**src/rtl/mips_pipe_pkg.sv**
```systemverilog
// Shared types for the MIPS pipeline control slice: hazard FSM states and
// operand-forwarding select encodings.
package mips_pipe_pkg;

    typedef enum logic [1:0] {
        RUN      = 2'd0,
        LD_STALL = 2'd1,
        MEM_WAIT = 2'd2
    } hz_state_e;

    typedef enum logic [1:0] {
        FWD_RF    = 2'b00,
        FWD_EXMEM = 2'b01,
        FWD_MEMWB = 2'b10
    } fwd_sel_e;

    localparam int unsigned REG_ZERO = 0;

endpackage

```
**src/rtl/ex_hazard_ctrl_fwd_match.sv**
```systemverilog
// Next forwarding select for one EX operand, chosen in ID from the EX and MEM
// stage producers; the newer (EX) producer wins.
import mips_pipe_pkg::*;

module fwd_match #(
    parameter int REG_W = 5
) (
    input  logic [REG_W-1:0] src_reg,
    input  logic             use_src,
    input  logic             ex_wr_en,
    input  logic [REG_W-1:0] ex_wr_num,
    input  logic             mem_wr_en,
    input  logic [REG_W-1:0] mem_wr_num,
    input  logic             load_use,
    output fwd_sel_e         fwd_sel
);

    logic src_live_s;

    // A loaded value is not ready in EX/MEM, so a load-use match never selects EX/MEM.
    always_comb begin
        src_live_s = use_src && (src_reg != REG_W'(REG_ZERO));
        if (src_live_s && ex_wr_en && (ex_wr_num == src_reg) && !load_use) begin
            fwd_sel = FWD_EXMEM;
        end else if (src_live_s && mem_wr_en && (mem_wr_num == src_reg)) begin
            fwd_sel = FWD_MEMWB;
        end else begin
            fwd_sel = FWD_RF;
        end
    end

endmodule

```
**src/rtl/ex_hazard_ctrl.sv**
```systemverilog
// ID/EX consumer-side hazard control: load-use stalls, branch flushes, data-memory
// freezes, registered forwarding selects and saturating stall/flush counters.
import mips_pipe_pkg::*;

module ex_hazard_ctrl #(
    parameter int REG_W = 5,
    parameter int CNT_W = 16
) (
    input  logic             clk,
    input  logic             rst_n,
    input  logic [REG_W-1:0] rs_id,
    input  logic [REG_W-1:0] rt_id,
    input  logic             use_rs_id,
    input  logic             use_rt_id,
    input  logic             wr_en_reg_id_ex,
    input  logic [REG_W-1:0] wr_num_id_ex,
    input  logic             mem_rd_id_ex,
    input  logic             wr_en_reg_ex_mem,
    input  logic [REG_W-1:0] wr_num_ex_mem,
    input  logic             branch_taken_ex,
    input  logic             dm_busy,
    output logic             stall_if_id,
    output logic             flush_if_id,
    output logic             bubble_id_ex,
    output logic             freeze_all,
    output logic [1:0]       fwd_a_sel,
    output logic [1:0]       fwd_b_sel,
    output logic [CNT_W-1:0] stall_cnt,
    output logic [CNT_W-1:0] flush_cnt
);

    hz_state_e        state_r, state_nxt_s;
    fwd_sel_e         fwd_a_nxt_s, fwd_b_nxt_s;
    fwd_sel_e         fwd_a_r, fwd_b_r;
    logic [CNT_W-1:0] stall_cnt_r, flush_cnt_r;
    logic             load_use_s;
    logic             stall_s, flush_s, bubble_s, freeze_s;

    // Load in EX whose destination is read by the instruction in ID.
    always_comb begin
        load_use_s = mem_rd_id_ex && wr_en_reg_id_ex &&
                     (wr_num_id_ex != REG_W'(REG_ZERO)) &&
                     ((use_rs_id && (rs_id == wr_num_id_ex)) ||
                      (use_rt_id && (rt_id == wr_num_id_ex)));
    end

    fwd_match #(.REG_W(REG_W)) u_fwd_a (
        .src_reg    (rs_id),
        .use_src    (use_rs_id),
        .ex_wr_en   (wr_en_reg_id_ex),
        .ex_wr_num  (wr_num_id_ex),
        .mem_wr_en  (wr_en_reg_ex_mem),
        .mem_wr_num (wr_num_ex_mem),
        .load_use   (load_use_s),
        .fwd_sel    (fwd_a_nxt_s)
    );

    fwd_match #(.REG_W(REG_W)) u_fwd_b (
        .src_reg    (rt_id),
        .use_src    (use_rt_id),
        .ex_wr_en   (wr_en_reg_id_ex),
        .ex_wr_num  (wr_num_id_ex),
        .mem_wr_en  (wr_en_reg_ex_mem),
        .mem_wr_num (wr_num_ex_mem),
        .load_use   (load_use_s),
        .fwd_sel    (fwd_b_nxt_s)
    );

    // Prioritised pipeline controls; LD_STALL never re-inserts a bubble for the same load.
    always_comb begin
        stall_s  = 1'b0;
        flush_s  = 1'b0;
        bubble_s = 1'b0;
        freeze_s = 1'b0;
        if (dm_busy) begin
            freeze_s = 1'b1;
        end else if (branch_taken_ex) begin
            flush_s  = 1'b1;
            bubble_s = 1'b1;
        end else if ((state_r == RUN) && load_use_s) begin
            stall_s  = 1'b1;
            bubble_s = 1'b1;
        end else begin
            stall_s  = 1'b0;
        end
    end

    // Hazard FSM next-state.
    always_comb begin
        state_nxt_s = state_r;
        case (state_r)
            RUN: begin
                if (dm_busy) begin
                    state_nxt_s = MEM_WAIT;
                end else if (load_use_s && !branch_taken_ex) begin
                    state_nxt_s = LD_STALL;
                end else begin
                    state_nxt_s = RUN;
                end
            end
            LD_STALL: state_nxt_s = dm_busy ? MEM_WAIT : RUN;
            MEM_WAIT: state_nxt_s = dm_busy ? MEM_WAIT : RUN;
            default:  state_nxt_s = RUN;
        endcase
    end

    // FSM state register.
    always_ff @(posedge clk or negedge rst_n) begin
        if (!rst_n) begin
            state_r <= RUN;
        end else begin
            state_r <= state_nxt_s;
        end
    end

    // Forwarding selects travel with their instruction into EX; a bubble carries no forwarding.
    always_ff @(posedge clk or negedge rst_n) begin
        if (!rst_n) begin
            fwd_a_r <= FWD_RF;
            fwd_b_r <= FWD_RF;
        end else if (freeze_s) begin
            fwd_a_r <= fwd_a_r;
            fwd_b_r <= fwd_b_r;
        end else if (bubble_s) begin
            fwd_a_r <= FWD_RF;
            fwd_b_r <= FWD_RF;
        end else begin
            fwd_a_r <= fwd_a_nxt_s;
            fwd_b_r <= fwd_b_nxt_s;
        end
    end

    // Saturating performance counters.
    always_ff @(posedge clk or negedge rst_n) begin
        if (!rst_n) begin
            stall_cnt_r <= {CNT_W{1'b0}};
            flush_cnt_r <= {CNT_W{1'b0}};
        end else begin
            if ((stall_s || freeze_s) && (stall_cnt_r != {CNT_W{1'b1}})) begin
                stall_cnt_r <= stall_cnt_r + CNT_W'(1);
            end
            if (flush_s && (flush_cnt_r != {CNT_W{1'b1}})) begin
                flush_cnt_r <= flush_cnt_r + CNT_W'(1);
            end
        end
    end

    assign stall_if_id  = stall_s;
    assign flush_if_id  = flush_s;
    assign bubble_id_ex = bubble_s;
    assign freeze_all   = freeze_s;
    assign fwd_a_sel    = fwd_a_r;
    assign fwd_b_sel    = fwd_b_r;
    assign stall_cnt    = stall_cnt_r;
    assign flush_cnt    = flush_cnt_r;

endmodule

```
**config.mk**
```make
export PLATFORM = sky130hd
export DESIGN_NAME = ex_hazard_ctrl
export DESIGN_NICKNAME = d
export VERILOG_FILES = /design/src/rtl/mips_pipe_pkg.sv /design/src/rtl/ex_hazard_ctrl_fwd_match.sv /design/src/rtl/ex_hazard_ctrl.sv
export SDC_FILE = /design/constraint.sdc
export NUM_CORES = 1
export LEC_CHECK = 0
export ABC_AREA = 1
export CAP_MARGIN = 30
export CORE_MARGIN = 10
export CORE_UTILIZATION = 65
export DETAILED_ROUTE_END_ITERATION = 6
export DONT_BUFFER_PORTS = 1
export PLACE_DENSITY_LB_ADDON = 0.05
export SETUP_SLACK_MARGIN = 0.15
export SLEW_MARGIN = 20
export SYNTH_ARGS = -nofsm -noshare
export SYNTH_HDL_FRONTEND = slang
export SYNTH_SLANG_ARGS = --single-unit
```
**constraint.sdc**
```tcl
create_clock -name clk -period 3.9 [get_ports clk]
set_clock_uncertainty 0.05 [all_clocks]
set_input_delay 0.585 -clock clk [delete_from_list [all_inputs] [get_ports clk]]
set_output_delay 0.585 -clock clk [all_outputs]
set_load 0.005 [all_outputs]
```
* Word-level counts from Yosys, hierarchy flattened
Cells that the tools add are included.
** Operators by class
- Multiplexer cells :: 18
- Reductions and logical operators :: 30
- Equality and inequality tests :: 10
- Add/subtract/negate cells :: 2
** Operators by type and width (number)
- adder 16 x 1 -> 16 bit (second input constant) :: 2
- != test 16 bit (second input constant) :: 2
- equality test 5 bit :: 6
- logical AND 1 bit :: 21
- 2-to-1 mux 2 bit :: 8
- nonzero test 5 bit :: 3
- 2-to-1 mux 1 bit :: 9
- one-hot mux 2 bit (2 select lines) :: 1
- equality test 2 x 1 -> 1 bit (second input constant) :: 1
- equality test 2 bit (second input constant) :: 1
- zero test 1 bit :: 2
- zero test 2 bit :: 1
- logical OR 1 bit :: 2
- OR reduction 2 bit :: 1
** Storage, ports and cells
- Output and inout port bits :: 40
- Input bits :: 29
- Logic and storage cells :: 65
- Register bits after elaboration :: 38

* Longest topological paths before layout
- Depth after elaboration :: 10
- Depth in mapped cells :: 12
- Mapped depth without buffers :: 11

* Cells and area by module
A second synthesis with hierarchy kept.
** Unflattened totals
- Cells, all modules :: 437
- Area, all modules :: 2840.2 µm²
** Modules (own cells, without submodules)
- ex_hazard_ctrl :: instances 1, area each 2367.3 µm², cells each 323, sequential area each 950.9 µm²
- fwd_match :: instances 2, area each 236.5 µm², cells each 57, sequential area each 0.0 µm²

* Worst setup path before layout
No wires, ideal clock.
- Kind :: input-to-output
- From :: in rt_id[0]
- To :: out bubble_id_ex
- Required time :: 3265 ps
- Path buffers :: 0
- Data arrival time :: 1374 ps
- Stages :: 10
- Path slack :: 1891 ps
- Cell sequence :: inv_1 > nand2_1 > nand2_1 > nor2_1 > nand4_1 > nand2_1 > nand3_2 > nand2_1 > nand2_1 > inv_1
** On the way
- Word-level cells in the longest chain between the ends :: 8
** Ends and longest elaborated chain
- start: declaration :: RTL line ex_hazard_ctrl.sv:12 : input logic [REG_W-1:0] rt_id,
- equality test 5 bit :: RTL line ex_hazard_ctrl.sv:44 : (use_rt_id && (rt_id == wr_num_id_ex)));
- logical AND 1 bit :: RTL line ex_hazard_ctrl.sv:44
- logical OR 1 bit :: RTL line ex_hazard_ctrl.sv:43 : ((use_rs_id && (rs_id == wr_num_id_ex)) ||
- logical AND 1 bit :: RTL line ex_hazard_ctrl.sv:42 : (wr_num_id_ex != REG_W'(REG_ZERO)) &&
- logical AND 1 bit :: RTL line ex_hazard_ctrl.sv:80 : end else if ((state_r == RUN) && load_use_s) begin
- 2-to-1 mux 1 bit :: RTL line ex_hazard_ctrl.sv:80
- 2-to-1 mux 1 bit :: RTL line ex_hazard_ctrl.sv:77 : end else if (branch_taken_ex) begin
- 2-to-1 mux 1 bit :: RTL line ex_hazard_ctrl.sv:75 : if (dm_busy) begin
- end: declaration :: RTL line ex_hazard_ctrl.sv:24 : output logic bubble_id_ex,
Every way passes these cells.

* Final worst setup path
- From :: in wr_num_id_ex[0]
- To :: out bubble_id_ex
** On the way
- Word-level cells in the longest chain between the ends :: 8
- Elaborated cells on any way between the ends :: 12
- Those cells by class :: eq/ne: 2; mux: 3; reduce/logical: 7
** Ends and longest elaborated chain
- start: declaration :: RTL line ex_hazard_ctrl.sv:16 : input logic [REG_W-1:0] wr_num_id_ex,
- equality test 5 bit (on tied branches) :: RTL line ex_hazard_ctrl.sv:43, ex_hazard_ctrl.sv:44
- logical AND 1 bit (on tied branches) :: RTL line ex_hazard_ctrl.sv:43, ex_hazard_ctrl.sv:44
- logical OR 1 bit :: RTL line ex_hazard_ctrl.sv:43
- logical AND 1 bit * :: RTL line ex_hazard_ctrl.sv:42
- logical AND 1 bit * :: RTL line ex_hazard_ctrl.sv:80
- 2-to-1 mux 1 bit * :: RTL line ex_hazard_ctrl.sv:80
- 2-to-1 mux 1 bit * :: RTL line ex_hazard_ctrl.sv:77
- 2-to-1 mux 1 bit * :: RTL line ex_hazard_ctrl.sv:75
Every way passes the cells marked *; elsewhere a longest branch is shown, timed or not.

==> run_results.csv <==
group,metric,value,unit
outcome,run_status,"completed",
cts,post_cts_resized,0,
floorplan,num_io_pins,69,
drt,drc_errors,0,
place,place_congestion,0.831,
drt,wirelength,5790,um
logic_synthesis,netlist_instances,342,
grt,grt_use_total,18.6,%
logic_synthesis,yosys_warnings,0,
drt,vias_per_cell,5.43,
layout,final_core_util,71.4,%
logic_synthesis,synth_fp_nets,375,
sta,rsz0062_at_grt,"no",
place,place_area,0.00251,mm^2
layout,syn_to_final_growth,5.94,%
grt,grt_overflow,0,
place,hpwl,4470,um
cts,cts.htree.levels,2,
grt,grt_pass1_wl,10100,um
critical_path,path_cells,"inv_1 -> nand2_1 -> nand2_1 -> nor2_1 -> nand4_1 -> nand2_1 -> nand3_2 -> nand2_1 -> nand2_1 -> inv_1",
min_path,min_path_type,"input pin to asynchronous set/reset pin",
sta,slew_headroom,76.0,%
layout,drive_gt1_share,6.36,%
place,io_buffers,0,
sta,fin_crit,2.22,ns
drt,vias,2138,
critical_path,critPathLaunchType,"input pin",
sta,finalSetupViolations,0,
grt,grt_pass1_vias,2200,
layout,fin_nets,378,
sta,finalMaxSlewViolations,0,
grt,met2_usage,31.3,%
pwr,vdd_ir_drop_max,0.314,mV
critical_path,crit_arrival,1.59,ns
sta,timing.hold.ws,0.0763,ns
cts,root_buffer,"clkbuf_8",
pwr,power.leakage,1.35,nW
cts,numCtsBuffers,5,
floorplan,die_h,81.9,um
logic_synthesis,synth_edf_count,0,
grt,use_met1,21.9,%
logic_synthesis,synth_common_cells,"nand2_1, dfrtp_1, inv_1",
critical_path,slowest_delay,0.17,ns
sta,period_share,57.0,%
critical_path,critPathRequiredTime,3.26,ns
logic_synthesis,ys_seq_area_share,38.2,%
grt,busiest_layer,"met2",
sta,tightestPinTransition,0.359,ns
sta,clock.fmax,449,MHz
floorplan,dieArea,0.00670,mm^2
logic_synthesis,syn_area,0.00249,mm^2
cts,worstSkewPairLatency,0.28,ns
floorplan,core,0.00369,mm^2
sta,final-hold-violation-count,0,
logic_synthesis,async_flop_share,100,%
layout,final_area,0.00264,mm^2
critical_path,cp_max_fo,5,
critical_path,crit_top_cell,"nand2_1",
logic_synthesis,synth_cell_type_count,25,
logic_synthesis,synth-seq-cells,38,
grt,antenna_found_initial,0,
drt,first_iter_violations,115,
drt,wl_per_cell,14.7,um
grt,grt_max_degree,39,
critical_path,critPathKind,"input pin to primary output",
drt,dr.pass1.iters,4,
cts,cts_buffer_depth,2,
pwr,powerDensity,418,mW/mm^2
drt,ant_nets,0,
pwr,total_power,1.10,mW
cts,cts_tree,"built",
logic_synthesis,yosysTopAreaCellShare,38.2,%
floorplan,initial_core_util,67.4,%
cts,cts.clk_slew.worst_paths,0.07,ns
layout,n_antenna_cell,0,
floorplan,die_w,81.9,um
floorplan,std_cell_rows,22,
logic_synthesis,avgSynthCellArea,7.27,um^2
sta,fin_tns_setup,0,ns
logic_synthesis,yosysTopAreaCell,"dfrtp_1",
logic_synthesis,synth.area.top_cells,"dfrtp_1, nand2_1, xor2_1, nand3_1, inv_1",
logic_synthesis,ys.flop_type,"dfrtp_1",
cts,clkSinkCount,38,
critical_path,worstSetupEndpointType,"primary output",
flow_run,cap_violations,0,
critical_path,slowest_stage,"nand2_1",
logic_synthesis,synth_most_common_cell,"nand2_1",
grt,grt_util_met3,6.88,%
==> power breakdown <==
group,total [mW],switching (mW),internal [mW]
registers,0.566,0.112,0.454
clock network,0.324,0.132,0.191
logic,0.211,0.122,0.0891
==> critical path: cells and delay by family <==
kind / cells / cell delay (ns)
buffers and inverters: 2 / 0.16
AND/OR/NAND/NOR: 8 / 0.83
==> final cells by class <==
class | instances | area, um^2
Multi-Input combinational cell | 259 | 1350
Sequential cell | 38 | 951
Timing Repair Buffer | 1 | 20.0
Fill cell | 328 | 1050
Inverter | 40 | 150
Clock inverter | 1 | 30.0
Clock buffer | 7 | 76.3
Tap cell | 48 | 60.1
==> state kept, by name, summed over array words and instances (netlist names) <==
signal,flops
fwd_a_sel,2
stall_cnt,16
flush_cnt,16
state_r,2
fwd_b_sel,2
==> layer usage <==
layer / vias to the layer above / wire length [um]
li1: 1084 / -
met1: 988 / 2390
met2: 59 / 2820
met3: 7 / 531
met4: 0 / 44
met5: - / 0
==> logic make-up after synthesis <==
kind of cell,after synthesis,synth area share [%]
AOI/OAI and AO/OA,4,0.805
xor gates and xnor gates,36,12.7
adders and majority gates,4,2.01
buffers and inverters,45,7.60
DFF,38,38.2
and+or+nand+nor,215,38.7
==> metrics by stage <==
step,setup WS [ns],instances
after CTS,1.68,394
after detailed placement,1.70,385
after global routing,1.53,394
after global placement,1.77,385
after floorplan,1.89,342
final,1.68,394
==> worst paths after layout <==
kind | startpoint | endpoint | slack [ns] | depth (start not counted)
min | rst_n | stall_cnt[4] | 0.08 | 1
max in group asynchronous | rst_n | flush_cnt[0] | 3.52 | 1
max | wr_num_id_ex[0] | bubble_id_ex | 1.68 | 10
min reg2reg | fwd_a_sel[0] | fwd_a_sel[0] | 0.47 | 2
max reg2reg | stall_cnt[1] | stall_cnt[1] | 1.84 | 11
min in group clk | dm_busy | state_r[0] | 0.30 | 1
==> layout by cell type, fill, tap and decap left out, types with 3 or more instances in the layout <==
master,count
inv_2,3
nand3_2,3
xor2_1,22
clkbuf_8,5
nand3_1,35
nor2_1,33
ha_1,4
nand2_1,109
nor4_1,4
inv_1,37
nand2_2,4
xnor2_1,14
nand4_1,10
nor3_1,10
dfrtp_1,38
==> what timing repair did <==
| action | in CTS | in global routing |
|---|---|---|
| endpoints found under the setup margin | 0 | 0 |
| buffers inserted | 0 | 0 |
| hold buffers | 1 | 0 |
| hold endpoints to repair | 38 | 0 |
Power figures use the tool's default switching activity.
